<file path="config.mk">
export PLATFORM = sky130hd
export DESIGN_NAME = load_unit_flat
export DESIGN_NICKNAME = d
export VERILOG_FILES = /design/src/rtl/load_unit_pkg.sv /design/src/rtl/load_unit_if.sv /design/src/rtl/load_extract.sv /design/src/rtl/load_unit.sv /design/src/flat_wrapper.sv
export SDC_FILE = /design/constraint.sdc
export NUM_CORES = 1
export LEC_CHECK = 0
export CORE_ASPECT_RATIO = 0.5
export CORE_MARGIN = 3
export CORE_UTILIZATION = 46
export DETAILED_ROUTE_END_ITERATION = 8
export PLACE_DENSITY = 0.81
export SLEW_MARGIN = 20
export SYNTH_ARGS = -nofsm -noshare
export SYNTH_HDL_FRONTEND = slang
export SYNTH_SLANG_ARGS = --single-unit
</file>
<file path="constraint.sdc">
create_clock -name clk -period 2.5 [get_ports clk]
set_input_delay 0.75 -clock clk [delete_from_list [all_inputs] [get_ports clk]]
set_output_delay 0.75 -clock clk [all_outputs]
set_load 0.01 [all_outputs]
</file>
<file path="src/rtl/load_unit_pkg.sv">
// load_unit_pkg: shared func3 codes, FSM state and access-size types for the load path
// Exports F3_* store/load codes, load_state_t, ld_size_t and ld_size().
// REQ2/WAIT2 states exist only when LOAD_MISALIGNED_SPLIT_EN is defined.
package load_unit_pkg;

   localparam logic [2:0] F3_SB  = 3'b000;
   localparam logic [2:0] F3_SH  = 3'b001;
   localparam logic [2:0] F3_SW  = 3'b010;

   localparam logic [2:0] F3_LB  = 3'b000;
   localparam logic [2:0] F3_LH  = 3'b001;
   localparam logic [2:0] F3_LW  = 3'b010;
   localparam logic [2:0] F3_LBU = 3'b100;
   localparam logic [2:0] F3_LHU = 3'b101;

   typedef enum logic [2:0] {
      S_IDLE,
      S_REQ,
      S_WAIT,
      S_DRAIN,
      S_DONE
`ifdef LOAD_MISALIGNED_SPLIT_EN
      ,
      S_REQ2,
      S_WAIT2
`endif
   } load_state_t;

   typedef enum logic [1:0] {SZ_B, SZ_H, SZ_W} ld_size_t;

   // Any func3 that is not a byte or halfword load is handled as a word load.
   function automatic ld_size_t ld_size(input logic [2:0] f3);
      return f3[1:0] == 2'b00 ? SZ_B : f3[1:0] == 2'b01 ? SZ_H : SZ_W;
   endfunction

endpackage

</file>
<file path="src/rtl/load_unit_if.sv">
// load_unit_if: word-aligned read channel between the load unit and data memory
// mem_req/mem_addr   : read request and word address (load unit -> memory)
// mem_ready          : request accepted when mem_req & mem_ready
// mem_rvalid/rdata   : read response (memory -> load unit)
interface load_unit_if #(
   parameter int ADDR_WIDTH = 32
) ();

   logic                  mem_req;
   logic [ADDR_WIDTH-1:0] mem_addr;
   logic                  mem_ready;
   logic                  mem_rvalid;
   logic [31:0]           mem_rdata;

   modport master (output mem_req, mem_addr, input mem_ready, mem_rvalid, mem_rdata);
   modport slave  (input mem_req, mem_addr, output mem_ready, mem_rvalid, mem_rdata);

endinterface

</file>
<file path="src/rtl/load_extract.sv">
// load_extract: selects the byte/halfword/word of a read word and sign/zero extends it
// word_i  : read word (or pre-shifted split pair)
// off_i   : byte offset of the access within word_i
// func3_i : load type, bit 2 selects zero extension
// data_o  : extended result
module load_extract
   import load_unit_pkg::*;
(
   input  logic [31:0] word_i,
   input  logic [1:0]  off_i,
   input  logic [2:0]  func3_i,
   output logic [31:0] data_o
);

   logic [31:0] sh;
   ld_size_t    sz;

   // Shifting by the byte offset puts the addressed data in the low bits for every size.
   assign sh = word_i >> {off_i, 3'b000};
   assign sz = ld_size(func3_i);

   assign data_o = sz == SZ_B ? {{24{sh[7] & ~func3_i[2]}}, sh[7:0]} :
                   sz == SZ_H ? {{16{sh[15] & ~func3_i[2]}}, sh[15:0]} : sh;

endmodule

</file>
<file path="src/rtl/load_unit.sv">
// load_unit: memory-stage load path issuing word reads and extending the selected data
// clk, reset_n          : clock, asynchronous active-low reset
// load_req, addr, func3 : one-cycle load request accepted in IDLE
// flush                 : abort the load in flight
// stall_out             : hold the upstream pipeline
// load_valid/data/err   : one-cycle completion with result or misaligned/timeout error
// mem                   : read channel (load_unit_if.master)
// WAIT_LIMIT            : cycles allowed in a wait state before a timeout, 0 disables
// LOAD_MISALIGNED_SPLIT_EN : when defined, misaligned loads are served by one or two reads
module load_unit
   import load_unit_pkg::*;
#(
   parameter int WAIT_LIMIT = 255,
   parameter int ADDR_WIDTH = 32
) (
   input  logic                  clk,
   input  logic                  reset_n,
   input  logic                  load_req,
   input  logic [ADDR_WIDTH-1:0] addr,
   input  logic [2:0]            func3,
   input  logic                  flush,
   output logic                  stall_out,
   output logic                  load_valid,
   output logic [31:0]           load_data,
   output logic                  load_err,
   load_unit_if.master           mem
);

   localparam int CW = WAIT_LIMIT > 0 ? $clog2(WAIT_LIMIT + 1) : 1;
   localparam logic [CW:0] LIM = (CW + 1)'(WAIT_LIMIT);

   load_state_t           state_q, state_d;
   logic [ADDR_WIDTH-1:0] addr_q, addr_d;
   logic [2:0]            f3_q, f3_d;
   logic [CW-1:0]         cnt_q, cnt_d;
   logic [31:0]           data_q, data_d;
   logic                  err_q, err_d;
   logic [ADDR_WIDTH-1:0] word_addr;
   logic [31:0]           ext_word, ext_data;
   logic [1:0]            ext_off;
   logic                  mis, timeout;

   assign word_addr = {addr_q[ADDR_WIDTH-1:2], 2'b00};
   // The counter holds the number of completed wait cycles minus one at the last allowed cycle.
   assign timeout   = (WAIT_LIMIT != 0) && ({1'b0, cnt_q} + (CW + 1)'(1) == LIM);

`ifdef LOAD_MISALIGNED_SPLIT_EN
   logic [31:0] word0_q, word0_d;
   logic [31:0] pair;
   logic        split;
   assign mis   = 1'b0;
   assign split = (ld_size(f3_q) == SZ_W && addr_q[1:0] != 2'b00) ||
                  (ld_size(f3_q) == SZ_H && addr_q[1:0] == 2'b11);
   // {second, first} shifted so the addressed bytes start at bit 0.
   assign pair     = 32'({mem.mem_rdata, word0_q} >> {addr_q[1:0], 3'b000});
   assign ext_word = state_q == S_WAIT2 ? pair : mem.mem_rdata;
   assign ext_off  = state_q == S_WAIT2 ? 2'b00 : addr_q[1:0];
   assign mem.mem_req  = state_q == S_REQ || state_q == S_REQ2;
   assign mem.mem_addr = state_q == S_REQ2 ? word_addr + ADDR_WIDTH'(4) : word_addr;
`else
   ld_size_t req_sz;
   assign req_sz   = ld_size(func3);
   assign mis      = req_sz == SZ_W ? addr[1:0] != 2'b00 : req_sz == SZ_H && addr[0];
   assign ext_word = mem.mem_rdata;
   assign ext_off  = addr_q[1:0];
   assign mem.mem_req  = state_q == S_REQ;
   assign mem.mem_addr = word_addr;
`endif

   load_extract u_extract (
      .word_i  (ext_word),
      .off_i   (ext_off),
      .func3_i (f3_q),
      .data_o  (ext_data)
   );

   assign stall_out  = state_q == S_IDLE ? load_req : state_q != S_DONE;
   assign load_valid = state_q == S_DONE;
   assign load_err   = load_valid & err_q;
   assign load_data  = data_q;

   always_comb begin
      state_d = state_q;
      addr_d  = addr_q;
      f3_d    = f3_q;
      cnt_d   = cnt_q + CW'(1);
      data_d  = data_q;
      err_d   = err_q;
`ifdef LOAD_MISALIGNED_SPLIT_EN
      word0_d = word0_q;
`endif
      case (state_q)
         S_IDLE: if (load_req) begin
            addr_d  = addr;
            f3_d    = func3;
            err_d   = mis;
            data_d  = mis ? 32'h0 : data_q;
            state_d = mis ? S_DONE : S_REQ;
         end
         S_REQ: begin
            if (flush) state_d = S_IDLE;
            else if (mem.mem_ready) begin
               state_d = S_WAIT;
               cnt_d   = '0;
            end
         end
         S_WAIT: begin
            if (flush) state_d = S_DRAIN;
`ifdef LOAD_MISALIGNED_SPLIT_EN
            else if (mem.mem_rvalid && split) begin
               word0_d = mem.mem_rdata;
               state_d = S_REQ2;
            end
`endif
            else if (mem.mem_rvalid) begin
               data_d  = ext_data;
               state_d = S_DONE;
            end else if (timeout) begin
               data_d  = 32'h0;
               err_d   = 1'b1;
               state_d = S_DONE;
            end
         end
`ifdef LOAD_MISALIGNED_SPLIT_EN
         S_REQ2: begin
            if (flush) state_d = S_IDLE;
            else if (mem.mem_ready) begin
               state_d = S_WAIT2;
               cnt_d   = '0;
            end
         end
         S_WAIT2: begin
            if (flush) state_d = S_DRAIN;
            else if (mem.mem_rvalid) begin
               data_d  = ext_data;
               state_d = S_DONE;
            end else if (timeout) begin
               data_d  = 32'h0;
               err_d   = 1'b1;
               state_d = S_DONE;
            end
         end
`endif
         // One response is still owed after a flush in a wait state; swallow it.
         S_DRAIN: if (mem.mem_rvalid || timeout) state_d = S_IDLE;
         S_DONE:  state_d = S_IDLE;
         default: state_d = S_IDLE;
      endcase
   end

   always_ff @(posedge clk or negedge reset_n) begin
      if (!reset_n) begin
         state_q <= S_IDLE;
         addr_q  <= '0;
         f3_q    <= '0;
         cnt_q   <= '0;
         data_q  <= '0;
         err_q   <= 1'b0;
`ifdef LOAD_MISALIGNED_SPLIT_EN
         word0_q <= '0;
`endif
      end else begin
         state_q <= state_d;
         addr_q  <= addr_d;
         f3_q    <= f3_d;
         cnt_q   <= cnt_d;
         data_q  <= data_d;
         err_q   <= err_d;
`ifdef LOAD_MISALIGNED_SPLIT_EN
         word0_q <= word0_d;
`endif
      end
   end

   a_req_in_idle: assert property (@(posedge clk) disable iff (!reset_n) load_req |-> state_q == S_IDLE);

endmodule

</file>
<file path="src/flat_wrapper.sv">
// flat-port wrapper written by rule: the top's interface ports become plain ports
module load_unit_flat import load_unit_pkg::*;
#(
   parameter int WAIT_LIMIT = 255,
   parameter int ADDR_WIDTH = 32
)
  (clk, reset_n, load_req, addr, func3, flush, stall_out, load_valid, load_data, load_err, mem_mem_req, mem_mem_addr, mem_mem_ready, mem_mem_rvalid, mem_mem_rdata);
  load_unit_if #(.ADDR_WIDTH(ADDR_WIDTH)) mem_i ();
  input  logic clk;
  input  logic reset_n;
  input  logic load_req;
  input  logic [ADDR_WIDTH-1:0] addr;
  input  logic [2:0] func3;
  input  logic flush;
  output logic stall_out;
  output logic load_valid;
  output logic [31:0] load_data;
  output logic load_err;
  output wire logic [$bits(mem_i.mem_req)-1:0] mem_mem_req;
  output wire logic [$bits(mem_i.mem_addr)-1:0] mem_mem_addr;
  input wire logic [$bits(mem_i.mem_ready)-1:0] mem_mem_ready;
  input wire logic [$bits(mem_i.mem_rvalid)-1:0] mem_mem_rvalid;
  input wire logic [$bits(mem_i.mem_rdata)-1:0] mem_mem_rdata;
  assign mem_mem_req = mem_i.mem_req;
  assign mem_mem_addr = mem_i.mem_addr;
  assign mem_i.mem_ready = mem_mem_ready;
  assign mem_i.mem_rvalid = mem_mem_rvalid;
  assign mem_i.mem_rdata = mem_mem_rdata;
  load_unit #(.WAIT_LIMIT(WAIT_LIMIT), .ADDR_WIDTH(ADDR_WIDTH)) u_core (.clk(clk), .reset_n(reset_n), .load_req(load_req), .addr(addr), .func3(func3), .flush(flush), .stall_out(stall_out), .load_valid(load_valid), .load_data(load_data), .load_err(load_err), .mem(mem_i));
endmodule
</file>
==> flow_summary.ini, run 1 <==
[min_path]
hold_path_class = in2async

[clock_network]
postCtsHoldBufs = 0
numClockSinks = 79
cts_max_level = 3
cts_tree = built
clkSlewWorstSetupHoldPaths_ns = 0.06
clockBufferDepth = 2
ctsRootBufferMaster = sky130_fd_sc_hd__clkbuf_16
cts_buffers = 9
worst_skew_pair.late_latency_ns = 0.33

[placement]
gp_congestion = 0.850
post_dp_cell_area_um2 = 5590
hpwl_um = 7330
port_buffers = 138
dp_cell_count = 597

[routing]
initialDrtViolationCount = 208
route.detailed.wl_per_inst_um = 17.1
ant_nets = 0
firstDrtPassIters = 4
vias = 3287
vias_per_cell = 5.31
drt-total-wl_um = 10600
route.detailed.drc = 0

[floorplanning]
num_rows = 23
die_width_um = 141
die_y_um = 73.3
placeableCoreArea_um2 = 8400
io_pins = 141
floorplan.initialDensity = 0.496
die_area_um2 = 10300

[grt]
grt_start_max_net_pins = 46
number_of_antenna_violations_at_the_first_check_in_global_routing = 0
vias_in_the_first_global_route = 3207
grt.overflow.total = 0
grt_pass1_wl_um = 16100
grt_util_all_layers = 0.201

[critical_path]
worstPathRequired_ns = 1.75
critical_path.slowest_cell = sky130_fd_sc_hd__clkdlybuf4s50_1
worst_setup_path_start_kind = flip-flop
critPathKind = reg2out
critPathCaptureType = output pin
r2r.worst_path.cells = 10
timing.reg2reg.setup_slack_ns = 0.16
slowest_delay_ns = 0.54
critical_path.max_fanout = 5
worst-endpoint-arrival_ns = 1.67
timing.critical_path.cells = inv_1 -> buf_4 -> nand2_1 -> nor2_1 -> clkdlybuf4s50_1

[timing]
rsz0062_at_grt = false
max_freq_ghz = 0.413
layout_min_cycle_time_ns = 2.42
clock_skew_ns = 0.00588
totalNegativeSetupSlack_ns = 0
setup_viol_count_final = 0
final-max-slew-violation-count = 0
maxSlewHeadroom = 0.552
final.period_utilization = 0.969
holdWs_ns = 0.287
hold_violations = 0
timing_worst_slew_pin_value_ns = 0.673

[synth]
yosys-top-cells-count = sky130_fd_sc_hd__dfrtp_1 (79), sky130_fd_sc_hd__mux2_2 (43), sky130_fd_sc_hd__buf_4 (33)
ys_top_cells_by_area = sky130_fd_sc_hd__dfrtp_1 (47%), sky130_fd_sc_hd__mux2_2 (12%), sky130_fd_sc_hd__buf_4 (5.9%), sky130_fd_sc_hd__mux2i_1 (5.8%), sky130_fd_sc_hd__mux2_1 (4.3%)
post_synth_instance_area_um2 = 4170
largest_area_contributor_in_the_synthesized_netlist = sky130_fd_sc_hd__dfrtp_1
syn_avg_cell_area_um2 = 11.2
yosysWarnings = 0
seq_area_frac_synth = 0.474
yosys.cell_count.top_type = sky130_fd_sc_hd__dfrtp_1
yosys_register_bits = 79
yosysUniqueCellTypes = 45
asyncSetResetFlopFracSynth = 1.00
synth-edff-count = 0
synthFlopType = sky130_fd_sc_hd__dfrtp_1
post_synth_inst_count = 371
synth.top_cell.area_share = 0.474

[power_and_ir_drop]
p_per_area_nw_per_um2 = 1070
peak_vdd_ir_mv = 0.495
fin_total_pwr_uw = 6410
power.static_leakage_uw = 0.00260

[final_layout]
antenna_cells_inserted = 0
stdcell_area_um2 = 5960
area_growth_syn_to_layout_pct = 42.9
final_layout_size_suffix_gt1_frac = 0.205
nNetsFinal = 579
fillers = 586
layoutNonFillerInstCount = 619

[run_status]
outcome = finished clean

[flow_run]
drv_cap = 0
kinds of logic after synthesis:
| kind of cell | Yosys count | share of synthesized area |
|---|---|---|
| AOI/OAI and AO/OA | 59 | 0.0927 |
| xor gates and xnor gates | 6 | 0.0126 |
| adders and majority gates | 2 | 0.00600 |
| buffers and inverters | 63 | 0.0939 |
| DFF | 79 | 0.474 |
| muxes | 84 | 0.222 |
| other | 1 | 0.000899 |
| and+or+nand+nor | 77 | 0.0975 |
flip-flops by register name, indices dropped and copies added (netlist names):
| signal | flops |
|---|---|
| u_core.err_q | 1 |
| u_core.state_q | 3 |
| u_core.f3_q | 3 |
| u_core.load_data | 32 |
| u_core.cnt_q | 8 |
| u_core.addr_q | 32 |
worst max-delay path, delay by kind of cell (launching register included):
kind | cells | cell delay, ns
buffers and inverters | 3 | 0.74
flip-flops | 1 | 0.41
AND/OR/NAND/NOR | 2 | 0.18
per-layer routing:
metal / vias up / GRT usage / routed length (um)
met2: 119 / 0.331 / 5060
met5: - / 0 / 0
met3: 17 / 0.0533 / 656
met4: 0 / 0.0644 / 153
li1: 1548 / - / -
met1: 1603 / 0.263 / 4700
timing repair:
action,4_1_cts,5_1_grt
setup buffers,4,1
setup endpoints to repair,4,29
gates resized for setup,8,5
pin swaps,0,2
cloned,0,3
metrics by stage:
| stage | setup slack (ns) | utilization |
|---|---|---|
| after floorplan | 0.383 | - |
| after global placement | -0.377 | 0.665 |
| after detailed placement | -0.401 | 0.665 |
| after CTS | 0.0185 | 0.698 |
| after global routing | 0.00872 | 0.709 |
| final | 0.0785 | 0.709 |
power breakdown:
group | internal (uW) | switching [uW]
clock network | 658 | 469
registers | 1790 | 357
logic | 1770 | 1360
worst paths after layout:
kind	endpoint	from
setup / recovery	mem_mem_req	u_core.state_q[1]$_DFFE_PN0P_
hold / removal	u_core.load_data[4]$_DFFE_PN0P_	reset_n
setup reg to reg	u_core.load_data[15]$_DFFE_PN0P_	u_core.state_q[1]$_DFFE_PN0P_
hold reg to reg	u_core.load_data[5]$_DFFE_PN0P_	u_core.load_data[5]$_DFFE_PN0P_
max in group asynchronous	u_core.state_q[0]$_DFFE_PN0P_	reset_n
min in group clk	u_core.load_data[5]$_DFFE_PN0P_	u_core.load_data[5]$_DFFE_PN0P_
cells in the final DEF, fill, tap and decap left out, types with 3 or more instances in the layout:
| cell type | instances |
|---|---|
| sky130_fd_sc_hd__clkdlybuf4s50_1 | 134 |
| sky130_fd_sc_hd__dfrtp_1 | 76 |
| sky130_fd_sc_hd__mux2_2 | 43 |
| sky130_fd_sc_hd__nand2_1 | 29 |
| sky130_fd_sc_hd__buf_4 | 28 |
| sky130_fd_sc_hd__mux2i_1 | 24 |
| sky130_fd_sc_hd__o21ai_0 | 18 |
| sky130_fd_sc_hd__a211oi_1 | 15 |
| sky130_fd_sc_hd__a21oi_1 | 13 |
| sky130_fd_sc_hd__inv_1 | 12 |
| sky130_fd_sc_hd__nor2_1 | 12 |
| sky130_fd_sc_hd__mux2_1 | 12 |
| sky130_fd_sc_hd__clkbuf_16 | 11 |
| sky130_fd_sc_hd__nor2b_1 | 8 |
| sky130_fd_sc_hd__nand3_1 | 7 |
| sky130_fd_sc_hd__xor2_1 | 5 |
| sky130_fd_sc_hd__nand2b_1 | 4 |
| sky130_fd_sc_hd__mux2_4 | 4 |
| sky130_fd_sc_hd__buf_12 | 4 |
| sky130_fd_sc_hd__nand3b_1 | 3 |
| sky130_fd_sc_hd__clkbuf_1 | 3 |
| sky130_fd_sc_hd__dfrtp_2 | 3 |
area by class of cell:
| cell class | instances | area, um2 | share of cell area |
|---|---|---|---|
| flip-flops and latches | 79 | 1980 | 0.332 |
| repair buffers | 172 | 1720 | 0.288 |
| well taps | 112 | 140 | 0.0235 |
| clock inverters | 2 | 10.0 | 0.00168 |
| multi-input cells | 230 | 1830 | 0.307 |
| clock buffers | 12 | 236 | 0.0397 |
| inverters | 12 | 45.0 | 0.00756 |
Power figures use the tool's default switching activity.
==> inputs of run 2 (changes only) <==
Settings changed: TNS_END_PERCENT from default to 30.
==> flow_summary.ini, run 2 (same netlist as run 1, synthesis figures left out) <==
[run_status]
outcome = finished clean

[critical_path]
critical_path.max_fanout = 7
critical_path.slowest_cell = sky130_fd_sc_hd__a21oi_1
worstPathRequired_ns = 2.75
critPathCaptureType = flip-flop
worst_setup_path_start_kind = input pin
slowest_delay_ns = 0.66
timing.critical_path.cells = clkdlybuf4s50_1 -> buf_4 -> nand4bb_1 -> a21oi_1 -> nand2_1 -> mux2i_1
critPathKind = in2reg
worst-endpoint-arrival_ns = 2.66

[floorplanning]
floorplan.initialDensity = 0.496
placeableCoreArea_um2 = 8400
die_area_um2 = 10300
die_y_um = 73.3
die_width_um = 141
num_rows = 23
io_pins = 141

[final_layout]
layout_commonest_cell = sky130_fd_sc_hd__clkdlybuf4s50_1
mostFrequentLayoutCells = sky130_fd_sc_hd__clkdlybuf4s50_1 (133), sky130_fd_sc_hd__dfrtp_1 (76), sky130_fd_sc_hd__mux2_2 (43)
area_growth_syn_to_layout_pct = 42.7
fillers = 587
stdcell_area_um2 = 5950
antenna_cells_inserted = 0
final_layout_size_suffix_gt1_frac = 0.204
nNetsFinal = 578

[placement]
post_dp_cell_area_um2 = 5590
gp_congestion = 0.850
hpwl_um = 7330
place_ws_ns = -0.401
port_buffers = 138

[timing]
final-max-slew-violation-count = 0
maxSlewHeadroom = 0.543
layout_min_cycle_time_ns = 2.41
final.period_utilization = 0.964
timing_worst_slew_pin_value_ns = 0.685
rsz0062_at_grt = false
hold_violations = 0
clock_skew_ns = 0.00607
setup_viol_count_final = 0
timing.final.ws_setup_ns = 0.0890
max_freq_ghz = 0.415

[routing]
vias_per_cell = 5.28
firstDrtPassIters = 4
route.detailed.drc = 0
drt-total-wl_um = 10500
ant_nets = 0
initialDrtViolationCount = 210
vias = 3266
route.detailed.wl_per_inst_um = 17.0

[clock_network]
clockBufferDepth = 2
postCtsHoldBufs = 0
worst_skew_pair.late_latency_ns = 0.33
cts_tree = built
numClockSinks = 79
ctsRootBufferMaster = sky130_fd_sc_hd__clkbuf_16
clkSlewWorstSetupHoldPaths_ns = 0.06
cts_max_level = 3
cts_buffers = 9

[grt]
grt_start_max_net_pins = 46
number_of_antenna_violations_at_the_first_check_in_global_routing = 0
grt_pass1_wl_um = 16000
vias_in_the_first_global_route = 3178
grt_util_all_layers = 0.199
grt.overflow.total = 0

[min_path]
hold_path_class = in2async

[flow_run]
drv_cap = 0

[power_and_ir_drop]
p_per_area_nw_per_um2 = 1070
peak_vdd_ir_mv = 0.495
power.static_leakage_uw = 0.00260
## run 2: final timing paths
check                                           startpoint                               end  slack, ns  cells past startpoint
min reg2reg                u_core.load_data[5]$_DFFE_PN0P_   u_core.load_data[5]$_DFFE_PN0P_       0.49                      1
min                                                reset_n   u_core.load_data[5]$_DFFE_PN0P_       0.29                      1
max                                         mem_mem_rvalid  u_core.load_data[11]$_DFFE_PN0P_       0.09                      6
max reg2reg                  u_core.state_q[0]$_DFFE_PN0P_  u_core.load_data[15]$_DFFE_PN0P_       0.21                     10
min in group clk           u_core.load_data[5]$_DFFE_PN0P_   u_core.load_data[5]$_DFFE_PN0P_       0.49                      1
max in group asynchronous                          reset_n     u_core.state_q[0]$_DFFE_PN0P_       1.67                      2
## run 2: layout make-up
cell class,count,area [um2],area share
Timing Repair Buffer,171,1710,0.287
Multi-Input combinational cell,230,1830,0.307
Clock inverter,2,10.0,0.00168
Sequential cell,79,1980,0.333
Clock buffer,12,236,0.0397
Tap cell,112,140,0.0235
Inverter,12,45.0,0.00757
## run 2: critical path: cells and delay by family
| kind | cells | cell delay (ns) |
|---|---|---|
| simple gates | 2 | 0.45 |
| mux | 1 | 0.19 |
| buf+inv | 2 | 0.60 |
| compound gates | 1 | 0.66 |
## run 2: power by group
| group | internal [uW] | total [uW] | switching (uW) |
|---|---|---|---|
| Sequential | 1790 | 2160 | 366 |
| Combinational | 1750 | 3100 | 1340 |
| Clock | 658 | 1130 | 470 |
| Total | 4200 | 6390 | 2180 |
## run 2: per-stage QoR
stage	hold slack [ns]	instances	utilization	TNS, ns	total power, uW
after global routing	0.286	618	0.708	0	6790
after detailed placement	0.478	597	0.665	-6.03	5130
after floorplan	0.454	372	-	0	4080
final	0.289	618	0.708	0	6390
after global placement	0.467	597	0.665	-5.19	5050
after CTS	0.284	614	0.697	0	6300
## run 2: timing repair
action / CTS / global route
resized for setup: 9 / 5
pin swaps: 0 / 1
setup endpoints to repair: 4 / 29
gates cloned: 0 / 3
setup buffers: 3 / 1
## run 2: metal layers
metal,up-vias,share of wire,global-route usage
met1,1594,0.45,0.261
li1,1543,-,-
met3,11,0.061,0.0533
met2,118,0.48,0.328
met4,0,0.012,0.0644
met5,-,0,0
==> inputs of run 3 (changes only) <==
Settings changed: SLEW_MARGIN 20 to 10.
==> results of run 3 <==
Same layout as run 2: the final DEF is identical, and so are final timing and power.
